**src/rtl/fio_init_sequencer.sv**
```systemverilog
// fio_init_sequencer: FileIO preload / run / dump sequencer.
// Loads NUM_CH target memories in channel order from a host word stream.
// It then holds the kernel start level until finished_i and streams back
// len[DUMP_CH] words of the dump channel through a READ_LAT-deep read pipeline.
// Optional build macro: FIO_TIMEOUT_EN adds a RUN watchdog of TIMEOUT_CYC cycles.
//
// Stream handshake: a host word transfers on every clock edge where s_valid
// and s_ready are both high. s_ready is high only in LOAD and never while clear
// is asserted. The dump stream (m_valid) has no ready; every m_valid cycle is
// one word.
module fio_init_sequencer #(
    parameter int NUM_CH      = 4,
    parameter int DATA_W      = 256,
    parameter int ADDR_W      = 12,
    parameter int DUMP_CH     = 2,
    parameter int READ_LAT    = 2,
    parameter int TIMEOUT_CYC = 65535
) (
    input  logic                         clk,
    input  logic                         rst,
    input  logic                         go,
    input  logic                         clear,
    input  logic [NUM_CH*(ADDR_W+1)-1:0] ch_len,
    input  logic                         s_valid,
    output logic                         s_ready,
    input  logic [DATA_W-1:0]            s_data,
    output logic [NUM_CH-1:0]            wr_en,
    output logic [ADDR_W-1:0]            wr_addr,
    output logic [DATA_W-1:0]            wr_data,
    output logic                         start_o,
    input  logic                         finished_i,
    output logic [ADDR_W-1:0]            rd_addr,
    input  logic [DATA_W-1:0]            rd_data,
    output logic                         m_valid,
    output logic [ADDR_W-1:0]            m_addr,
    output logic [DATA_W-1:0]            m_data,
    output logic                         busy,
    output logic                         done_o,
    output logic                         timeout_o,
    output logic [2:0]                   state_dbg
);

    localparam int LEN_W = ADDR_W + 1;
    localparam int CH_W  = (NUM_CH > 1) ? $clog2(NUM_CH) : 1;

    // Configurations that cannot work: read latency outside 1..7, a dump
    // channel that does not exist, or a watchdog limit below one cycle.
    if (READ_LAT < 1 || READ_LAT > 7 || DUMP_CH >= NUM_CH || TIMEOUT_CYC < 1) begin : g_bad_config
    end

    typedef enum logic [2:0] {
        S_IDLE  = 3'd0,
        S_LOAD  = 3'd1,
        S_START = 3'd2,
        S_RUN   = 3'd3,
        S_DUMP  = 3'd4,
        S_DONE  = 3'd5
    } state_t;

    state_t state, state_nx;

    logic [NUM_CH-1:0][LEN_W-1:0]    len_q;
    logic [CH_W-1:0]                 ptr;
    logic [ADDR_W-1:0]               cnt;
    logic [LEN_W-1:0]                rd_cnt;
    logic [NUM_CH-1:0]               wr_en_q;
    logic [ADDR_W-1:0]               wr_addr_q;
    logic [DATA_W-1:0]               wr_data_q;
    logic                            start_q;
    logic [READ_LAT-1:0]             pv;
    logic [READ_LAT-1:0][ADDR_W-1:0] pa;

    logic [CH_W-1:0] first_nz, next_nz;
    logic            any_in, any_next;
    logic            go_accept, hs, last_word, issue, pend, timeout_hit;

    assign go_accept = go && !clear && (state == S_IDLE || state == S_DONE);
    assign s_ready   = (state == S_LOAD) && !clear;
    assign hs        = s_valid && s_ready;
    assign last_word = (({1'b0, cnt} + LEN_W'(1)) == len_q[ptr]);
    assign issue     = (state == S_DUMP) && !clear && (rd_cnt != len_q[DUMP_CH]);

    // Lowest nonzero channel of the incoming lengths, and the next nonzero latched channel above ptr.
    always_comb begin
        first_nz = '0;
        any_in   = 1'b0;
        next_nz  = '0;
        any_next = 1'b0;
        for (int c = NUM_CH - 1; c >= 0; c--) begin
            if (ch_len[c*LEN_W +: LEN_W] != '0) begin
                first_nz = CH_W'(c);
                any_in   = 1'b1;
            end
            if (c > int'(ptr) && len_q[c] != '0) begin
                next_nz  = CH_W'(c);
                any_next = 1'b1;
            end
        end
    end

    // Reads still in flight ahead of the output stage of the read pipeline.
    always_comb begin
        pend = 1'b0;
        for (int i = 0; i < READ_LAT - 1; i++) begin
            pend = pend | pv[i];
        end
    end

    // State register.
    always_ff @(posedge clk or negedge rst) begin
        if (!rst) begin
            state <= S_IDLE;
        end else begin
            state <= state_nx;
        end
    end

    // Next-state decode; clear overrides everything else.
    always_comb begin
        state_nx = state;
        if (clear) begin
            state_nx = S_IDLE;
        end else begin
            case (state)
                S_IDLE, S_DONE: begin
                    if (go) state_nx = any_in ? S_LOAD : S_START;
                end
                S_LOAD: begin
                    if (hs && last_word && !any_next) state_nx = S_START;
                end
                S_START: state_nx = S_RUN;
                S_RUN: begin
                    if (finished_i)       state_nx = S_DUMP;
                    else if (timeout_hit) state_nx = S_DONE;
                end
                S_DUMP: begin
                    if (rd_cnt == len_q[DUMP_CH] && !pend) state_nx = S_DONE;
                end
                default: state_nx = S_IDLE;
            endcase
        end
    end

    // Load counters, registered write port, start level and read-latency pipeline.
    always_ff @(posedge clk or negedge rst) begin
        if (!rst) begin
            len_q     <= '0;
            ptr       <= '0;
            cnt       <= '0;
            rd_cnt    <= '0;
            wr_en_q   <= '0;
            wr_addr_q <= '0;
            wr_data_q <= '0;
            start_q   <= 1'b0;
            pv        <= '0;
            pa        <= '0;
        end else if (clear) begin
            ptr     <= '0;
            cnt     <= '0;
            rd_cnt  <= '0;
            wr_en_q <= '0;
            start_q <= 1'b0;
            pv      <= '0;
            pa      <= '0;
        end else begin
            wr_en_q <= '0;
            if (go_accept) begin
                len_q <= ch_len;
                ptr   <= first_nz;
                cnt   <= '0;
            end
            if (hs) begin
                wr_en_q[ptr] <= 1'b1;
                wr_addr_q    <= cnt;
                wr_data_q    <= s_data;
                if (last_word) begin
                    cnt <= '0;
                    ptr <= next_nz;
                end else begin
                    cnt <= cnt + ADDR_W'(1);
                end
            end
            start_q <= (state == S_START) ||
                       (state == S_RUN && !finished_i && !timeout_hit);
            if (state != S_DUMP) begin
                rd_cnt <= '0;
            end else if (issue) begin
                rd_cnt <= rd_cnt + LEN_W'(1);
            end
            pv[0] <= issue;
            pa[0] <= rd_cnt[ADDR_W-1:0];
            for (int i = 1; i < READ_LAT; i++) begin
                pv[i] <= pv[i-1];
                pa[i] <= pa[i-1];
            end
        end
    end

`ifdef FIO_TIMEOUT_EN
    logic [31:0] run_cnt;
    logic        timeout_q;

    assign timeout_hit = (state == S_RUN) && !finished_i &&
                         (run_cnt == 32'(TIMEOUT_CYC - 1));
    assign timeout_o   = timeout_q;

    // RUN-cycle watchdog; the flag survives into DONE until clear or a new go.
    always_ff @(posedge clk or negedge rst) begin
        if (!rst) begin
            run_cnt   <= '0;
            timeout_q <= 1'b0;
        end else if (clear) begin
            run_cnt   <= '0;
            timeout_q <= 1'b0;
        end else begin
            if (state == S_RUN) run_cnt <= run_cnt + 32'd1;
            else                run_cnt <= '0;
            if (go_accept)        timeout_q <= 1'b0;
            else if (timeout_hit) timeout_q <= 1'b1;
        end
    end
`else
    assign timeout_hit = 1'b0;
    assign timeout_o   = 1'b0;
`endif

    // clear kills strobes in the same cycle, including a write already registered.
    assign wr_en     = wr_en_q & {NUM_CH{~clear}};
    assign wr_addr   = wr_addr_q;
    assign wr_data   = wr_data_q;
    assign start_o   = start_q & ~clear;
    assign rd_addr   = issue ? rd_cnt[ADDR_W-1:0] : '0;
    assign m_valid   = pv[READ_LAT-1] & ~clear;
    assign m_addr    = pa[READ_LAT-1];
    assign m_data    = m_valid ? rd_data : '0;
    assign busy      = (state != S_IDLE) && (state != S_DONE);
    assign done_o    = (state == S_DONE);
    assign state_dbg = state;

endmodule

```
**config.mk**
```make
export PLATFORM = sky130hd
export DESIGN_NAME = fio_init_sequencer
export DESIGN_NICKNAME = d
export VERILOG_FILES = /design/src/rtl/fio_init_sequencer.sv
export SDC_FILE = /design/constraint.sdc
export NUM_CORES = 1
export LEC_CHECK = 0
export CORE_AREA = 2 2 446 448
export CTS_CLUSTER_SIZE = 16
export DETAILED_ROUTE_END_ITERATION = 10
export DIE_AREA = 0 0 448 450
export GPL_TIMING_DRIVEN = 0
export SETUP_SLACK_MARGIN = 0.05
export SLEW_MARGIN = 20
export SYNTH_ARGS = -nofsm -noshare
export SYNTH_HDL_FRONTEND = slang
export SYNTH_SLANG_ARGS = --single-unit
```
**constraint.sdc**
```tcl
create_clock -name clk -period 3.88 [get_ports clk]
set_input_delay 0.388 -clock clk [delete_from_list [all_inputs] [get_ports clk]]
set_output_delay 0.388 -clock clk [all_outputs]
set_load 0.1 [all_outputs]
```
==> flow_summary_export.csv, run 1 <==
group,metric,value,unit
floorplan,die_w,448,um
synth,synthDominantCellAreaShare,54.4,%
run_status,status,"complete, no violations",
sta,slew_violations,0,
placed_design,dp_cells,5708,
detailed_routing,first_pass_iters,5,
sta,fin_tns_setup,0,ps
cells_and_area,layoutNonFillerInstCount,5842,
detailed_routing,drc,0,
critical_path,crit_slowest_cell,"clkdlybuf4s50_1",
placed_design,dp_hpwl,158,mm
sta,rsz0062_at_grt,"false",
clock_tree,cts_root_buf,"clkbuf_16",
floorplan,coreArea,197000,um^2
sta,fin_crit_sh,96.3,%
sta,relSlewSlack,20.1,%
floorplan,die-area,202000,um^2
clock_tree,numCtsBuffers,52,
critical_path,path_class,"flop to primary output",
grt,grt_pass1_vias,19100,
synth,synth_area,17500,um^2
cells_and_area,area_growth,92.3,%
cells_and_area,final_layout_size_suffix_gt1_share,12.8,%
placed_design,post-place-ws,-695,ps
critical_path,path_cells,"clkbuf_1, inv_1, nor4_4, clkdlybuf4s50_1",
placed_design,placed_area,32100,um^2
floorplan,io_pins,1131,
sta,setup_slack,143,ps
grt,antenna_found_initial,187,
clock_tree,insertion_delay,690,ps
detailed_routing,via_per_inst,3.38,
cells_and_area,fin_nets,3694,
grt,grt_max_degree,98,
detailed_routing,totalWireLength,177,mm
synth,synthCells,1931,
clock_tree,clkTransAtPathRegs,60,ps
clock_tree,h-tree-depth,2,
critical_path,start_kind,"flop",
sta,setup_viol,0,
critical_path,arrival,3350,ps
detailed_routing,ant_nets,0,
synth,yosysTopAreaCell,"dfrtp_1",
cells_and_area,finalInstanceArea,33700,um^2
power,cellLeakagePower,14.8,nW
floorplan,initial_core_util,8.91,%
grt,grt_usage,16.9,%
placed_design,place_congestion,1.09,
synth,syn_avg_cell_area,9.07,um^2
sta,worstMarginPinSlew,1200,ps
sta,hold_viol_final,0,
detailed_routing,vias,19700,
grt,grt_overflow,0,
sta,min_period,3740,ps
floorplan,placementRows,163,
grt,grt_pass1_wl,218,mm
clock_tree,cts_sinks,381,
clock_tree,cts_tree,"done",
power,powerDensity,839,nW/um^2
sta,clock_skew,40.3,ps
power,peakVddDrop,0.000680,V
synth,ys_seq_area_share,54.4,%
synth,synth_cell_type_count,57,
min_path,hold_class,"input pin to async pin",
synth,syn_nets,2503,
synth,ys_ff_latch,381,
clock_tree,clock_tree.buffer_depth,3,
synth,synthTopCellsByArea,"dfrtp_1 (54%), nand2_1 (18%), and2_1 (9.6%), mux2_2 (3.4%), clkbuf_1 (2.4%)",
run,max-cap-violations,0,
sta,fmax,0.268,GHz
synth,async_flop_share,100,%
detailed_routing,drt-initial-drc-count,1348,
clock_tree,cts_setup_buffers,0,
critical_path,cpPeakStageDelay,1270,ps
synth,synth_ff_type,"dfrtp_1",
detailed_routing,wire_per_inst,30.4,um
floorplan,die_height,450,um
synth,yosysWarnings,0,
critical_path,worst_ep_required_time,3490,ps
synth,synth-edff-count,0,
critical_path,critical_path.max_fanout,8,
critical_path,end_kind,"primary output",
placed_design,portBuffers,1129,
==> worst max-delay path: cells and delay by family, from the launching register on <==
family / cells / cell delay (ps)
buf+inv: 3 / 1750
flops: 1 / 360
simple gates: 1 / 580
==> cell usage in the layout (no fill, tap or decap), types with 7 or more instances in the layout <==
| master | synthesis | final |
|---|---|---|
| buf_16 | 0 | 7 |
| clkinv_2 | 0 | 9 |
| o21ai_0 | 9 | 9 |
| clkinvlp_4 | 0 | 8 |
| nor2b_1 | 34 | 34 |
| xnor2_1 | 19 | 19 |
| a221o_1 | 7 | 7 |
| nand3_1 | 17 | 17 |
| nor3_1 | 13 | 13 |
| buf_2 | 2 | 72 |
| clkdlybuf4s15_2 | 0 | 84 |
| clkbuf_2 | 0 | 63 |
| nor4_1 | 21 | 20 |
| dfrtp_1 | 381 | 381 |
| inv_1 | 9 | 9 |
| clkbuf_1 | 110 | 110 |
| mux4_2 | 13 | 13 |
| buf_4 | 14 | 14 |
| nand2_1 | 822 | 822 |
| diode_2 | 0 | 37 |
| clkdlybuf4s50_1 | 0 | 832 |
| xor2_1 | 17 | 17 |
| clkbuf_16 | 0 | 53 |
| dlygate4sd2_1 | 0 | 54 |
| and2_1 | 270 | 269 |
| mux2_2 | 53 | 53 |
| nor2_1 | 37 | 37 |
| clkdlybuf4s15_1 | 0 | 29 |
==> area by class of cell <==
cell class	instances	area, um^2
Fill cell	22100	163000
Timing Repair Buffer	1138	10900
Sequential cell	381	9530
Multi-Input combinational cell	1410	7410
Tap cell	2640	3300
Clock buffer	68	1440
Buffer	130	563
Clock inverter	29	360
Antenna cell	37	92.6
Inverter	9	33.8
==> Yosys cell counts, types with 2 or more instances <==
cell type / instances
a31oi_1: 2
nor4_1: 21
nand2_1: 822
clkbuf_1: 110
nor2b_1: 34
dfrtp_1: 381
a211oi_1: 5
or3_1: 4
or4_1: 5
or2_2: 3
xor2_1: 17
xor3_1: 2
xnor3_1: 2
nand4_1: 6
and2_1: 270
nand3_1: 17
inv_1: 9
nor3_1: 13
a21oi_1: 4
and3_1: 6
nor2_1: 37
a221o_1: 7
xnor2_1: 19
o31ai_1: 2
buf_4: 14
ha_1: 2
mux4_2: 13
mux2i_1: 2
a22o_1: 3
o21ai_0: 9
nor4b_1: 3
buf_1: 4
nand3b_1: 2
mux2_2: 53
nand2b_1: 3
a21o_1: 2
nor3b_1: 2
buf_2: 2
==> metrics by stage <==
step                hold slack (ps)  total power [W]  utilization [%]
global placement                445           0.0233             16.3
global route                    110           0.0293             17.1
finish                          151           0.0283             17.1
detailed placement              250           0.0232             16.3
floorplan                      92.4           0.0177                -
CTS                            69.9           0.0286             17.2
==> sequential cells by signal (all words and copies together), names as in the netlist <==
register   flops
cnt           12
start_q        1
pa            12
len_q         52
state_dbg      3
rd_cnt        13
wr_addr       12
wr_en_q        4
ptr            2
pv             2
wr_data      256
m_addr        12
==> path summary, 6_finish.rpt <==
kind / from / end / cells after the start / slack, ps
worst max-delay path: state_dbg[0]$_DFFE_PN0P_ / s_ready / 4 / 140
worst min-delay path: rst / wr_data[100]$_DFFE_PN0P_ / 2 / 150
worst max register to register: ptr[0]$_DFF_PN0_ / state_dbg[0]$_DFFE_PN0P_ / 10 / 270
worst min register to register: pa[8]$_DFF_PN0_ / m_addr[8]$_DFF_PN0_ / 1 / 460
max in group asynchronous: rst / rd_cnt[7]$_DFFE_PN0P_ / 5 / 2150
min in group clk: s_data[189] / wr_data[189]$_DFFE_PN0P_ / 3 / 230
==> routing by layer <==
layer / vias up / share of wire, % / GRT usage (%)
li1: 8503 / - / -
met1: 9594 / 35 / 18.0
met2: 1178 / 52 / 31.5
met3: 438 / 8.2 / 4.63
met4: 22 / 4.4 / 6.26
met5: - / 0.069 / 0
==> cell families (layout without fill, tap and decap cells) <==
family	Yosys count	after routing	share of synthesized area, %
multiplexers	68	68	5.19
adder cells (fa/ha/maj)	3	3	0.200
flip-flops	381	381	54.4
other	1	38	0.0214
buffers and inverters	140	1374	3.36
XOR/XNOR	40	40	2.33
AO/OA/AOI/OAI	46	46	2.09
AND/OR/NAND/NOR	1252	1252	32.4
==> timing repair <==
| action | in CTS | in global routing |
|---|---|---|
| endpoints found under the setup margin | 356 | 87 |
| gates cloned | 0 | 0 |
| gates resized for setup | 464 | 119 |
| endpoints found under the hold margin | 178 | 0 |
| hold buffers | 1 | 0 |
==> power by group <==
group | internal [W] | switching, W
sequential | 0.00551 | 0.00119
combinational | 0.00354 | 0.0129
clock | 0.00304 | 0.00212
(Power assumes the default switching activity.)
==> run 2, diff against run 1 <==
--- a/config.mk
+++ b/config.mk
@@ -10,7 +10,6 @@
 export DETAILED_ROUTE_END_ITERATION = 10
 export DIE_AREA = 0 0 448 450
 export GPL_TIMING_DRIVEN = 0
-export SETUP_SLACK_MARGIN = 0.05
 export SLEW_MARGIN = 20
 export SYNTH_ARGS = -nofsm -noshare
 export SYNTH_HDL_FRONTEND = slang
==> flow_summary_export.csv, run 2 (synthesis gave the netlist of run 1 again) <==
group,metric,value,unit
clock_tree,cts_setup_buffers,0,
cells_and_area,final_common_cell,"clkdlybuf4s50_1",
run,max-cap-violations,0,
placed_design,portBuffers,1129,
power,seqPwrFrac,23.7,%
critical_path,path_class,"input pin to primary output",
sta,min_period,3820,ps
sta,setup_viol,0,
power,clkPwrFrac,18.3,%
critical_path,worst_ep_required_time,3490,ps
critical_path,r2r_start,"state_dbg[0]$_DFFE_PN0P_",
critical_path,start_kind,"input pin",
placed_design,dp_hpwl,158,mm
clock_tree,numCtsBuffers,52,
sta,fmax,0.262,GHz
floorplan,die_w,448,um
critical_path,crit_start,"clear",
critical_path,end_kind,"primary output",
clock_tree,insertion_delay,680,ps
sta,relSlewSlack,19.0,%
power,p_sw,0.0162,W
detailed_routing,totalWireLength,177,mm
power,powerDensity,839,nW/um^2
min_path,hold_class,"input pin to async pin",
sta,worstMarginPinSlew,1220,ps
detailed_routing,ant_nets,0,
power,p_sw_share,57.2,%
critical_path,reg2reg_slack,280,ps
floorplan,io_pins,1131,
cells_and_area,final_cell_mix,"clkdlybuf4s50_1 (835), nand2_1 (822), dfrtp_1 (381)",
floorplan,coreArea,197000,um^2
grt,grt_pass1_vias,19200,
cells_and_area,largest_register_ffs,256,
clock_tree,cts_sinks,381,
power,finalPower,0.0282,W
grt,grt_max_degree,98,
critical_path,arrival,3440,ps
critical_path,critical_path.max_fanout,10,
run_status,status,"complete, no violations",
floorplan,placementRows,163,
grt,antenna_found_initial,186,
placed_design,place_congestion,1.09,
clock_tree,clock_tree.buffer_depth,3,
power,peakVddDrop,0.000681,V
sta,slew_violations,0,
detailed_routing,drt-initial-drc-count,1317,
power,p_int,0.0121,W
cells_and_area,nFillCells,22100,
clock_tree,cts_tree,"done",
detailed_routing,wire_per_inst,30.3,um
detailed_routing,via_per_inst,3.36,
detailed_routing,vias,19700,
critical_path,r2r_cells,8,
critical_path,rr_endpoint,"wr_data[114]$_DFFE_PN0P_",
detailed_routing,first_pass_iters,5,
power,cellLeakagePower,14.9,nW
sta,clock_skew,41.1,ps
power,combPwrFrac,58.0,%
sta,rsz0062_at_grt,"false",
floorplan,die-area,202000,um^2
cells_and_area,final_layout_size_suffix_gt1_share,11.7,%
sta,hold_viol_final,0,
cells_and_area,fin_nets,3694,
cells_and_area,area_growth,92.1,%
floorplan,die_height,450,um
clock_tree,clkTransAtPathRegs,60,ps
clock_tree,h-tree-depth,2,
grt,grt_usage,16.9,%
sta,holdWs,153,ps
clock_tree,cts_root_buf,"clkbuf_16",
sta,fin_crit_sh,98.5,%
floorplan,initial_core_util,8.91,%
grt,grt_overflow,0,
grt,grt_pass1_wl,218,mm
detailed_routing,drc,0,
-- run 2: worst max-delay path: stages --
cell	delay, ps
clkdlybuf4s50_1	540
nor2b_1	560
clkbuf_2	450
clkbuf_1	290
and2_1	180
clkdlybuf4s15_1	1000
-- run 2: area by class of cell --
type                    instances  area (um^2)  area share, %
clock inverters                29          360           1.07
well taps                    2640         3300           9.82
flip-flops and latches        381         9530           28.3
clock buffers                  68         1440           4.29
plain buffers                 130          563           1.67
inverters                       9         33.8          0.100
repair buffers               1138        10900           32.4
diodes                         41          103          0.305
multi-input cells            1410         7410           22.0
-- run 2: power by group through the flow --
stage | Combinational (W) | Sequential [W] | Clock [W]
6_report | 0.0164 | 0.00670 | 0.00516
3_5_place_dp | 0.0165 | 0.00672 | 0
5_1_grt | 0.0170 | 0.00686 | 0.00546
4_1_cts | 0.0165 | 0.00669 | 0.00533
2_1_floorplan | 0.00235 | 0.0153 | 0
3_3_place_gp | 0.0166 | 0.00671 | 0
-- run 2: layer usage --
metal  vias up  routed length [um]  global-route usage [%]
li1       8510                   -                       -
met4        22                7550                    6.29
met2      1160               93200                    31.5
met3       433               13300                    4.73
met1      9541               63200                    17.9
met5         -                 123                       0
-- run 2: timing repair --
item | 4_1_cts | 5_1_grt
hold buffers | 1 | 0
resized for setup | 382 | 113
endpoints found under the hold margin | 178 | 0
setup endpoints to repair | 328 | 80
-- run 2: worst max-delay path by stage --
stage / cells past startpoint / endpoint / slack (ps)
after floorplan: 9 / wr_addr[2]$_DFFE_PN0P_ / 180
after global placement: 1 / m_addr[8]$_DFF_PN0_ / -15650
after detailed placement: 6 / m_data[147] / -700
after CTS: 4 / m_data[10] / 0.5
after global routing: 5 / m_data[186] / 2
final: 6 / m_data[184] / 60
-- run 2: metrics by stage --
stage	std cells	setup slack, ps	cell area, um^2	util, %	setup TNS, ps
floorplan	1931	176	17500	-	0
global placement	5700	-15650	32100	16.3	-6063480
detailed placement	5708	-695	32100	16.3	-92510
CTS	5805	0.475	33800	17.2	0
global route	5823	1.72	33600	17.1	0
finish	5846	56.5	33600	17.1	0
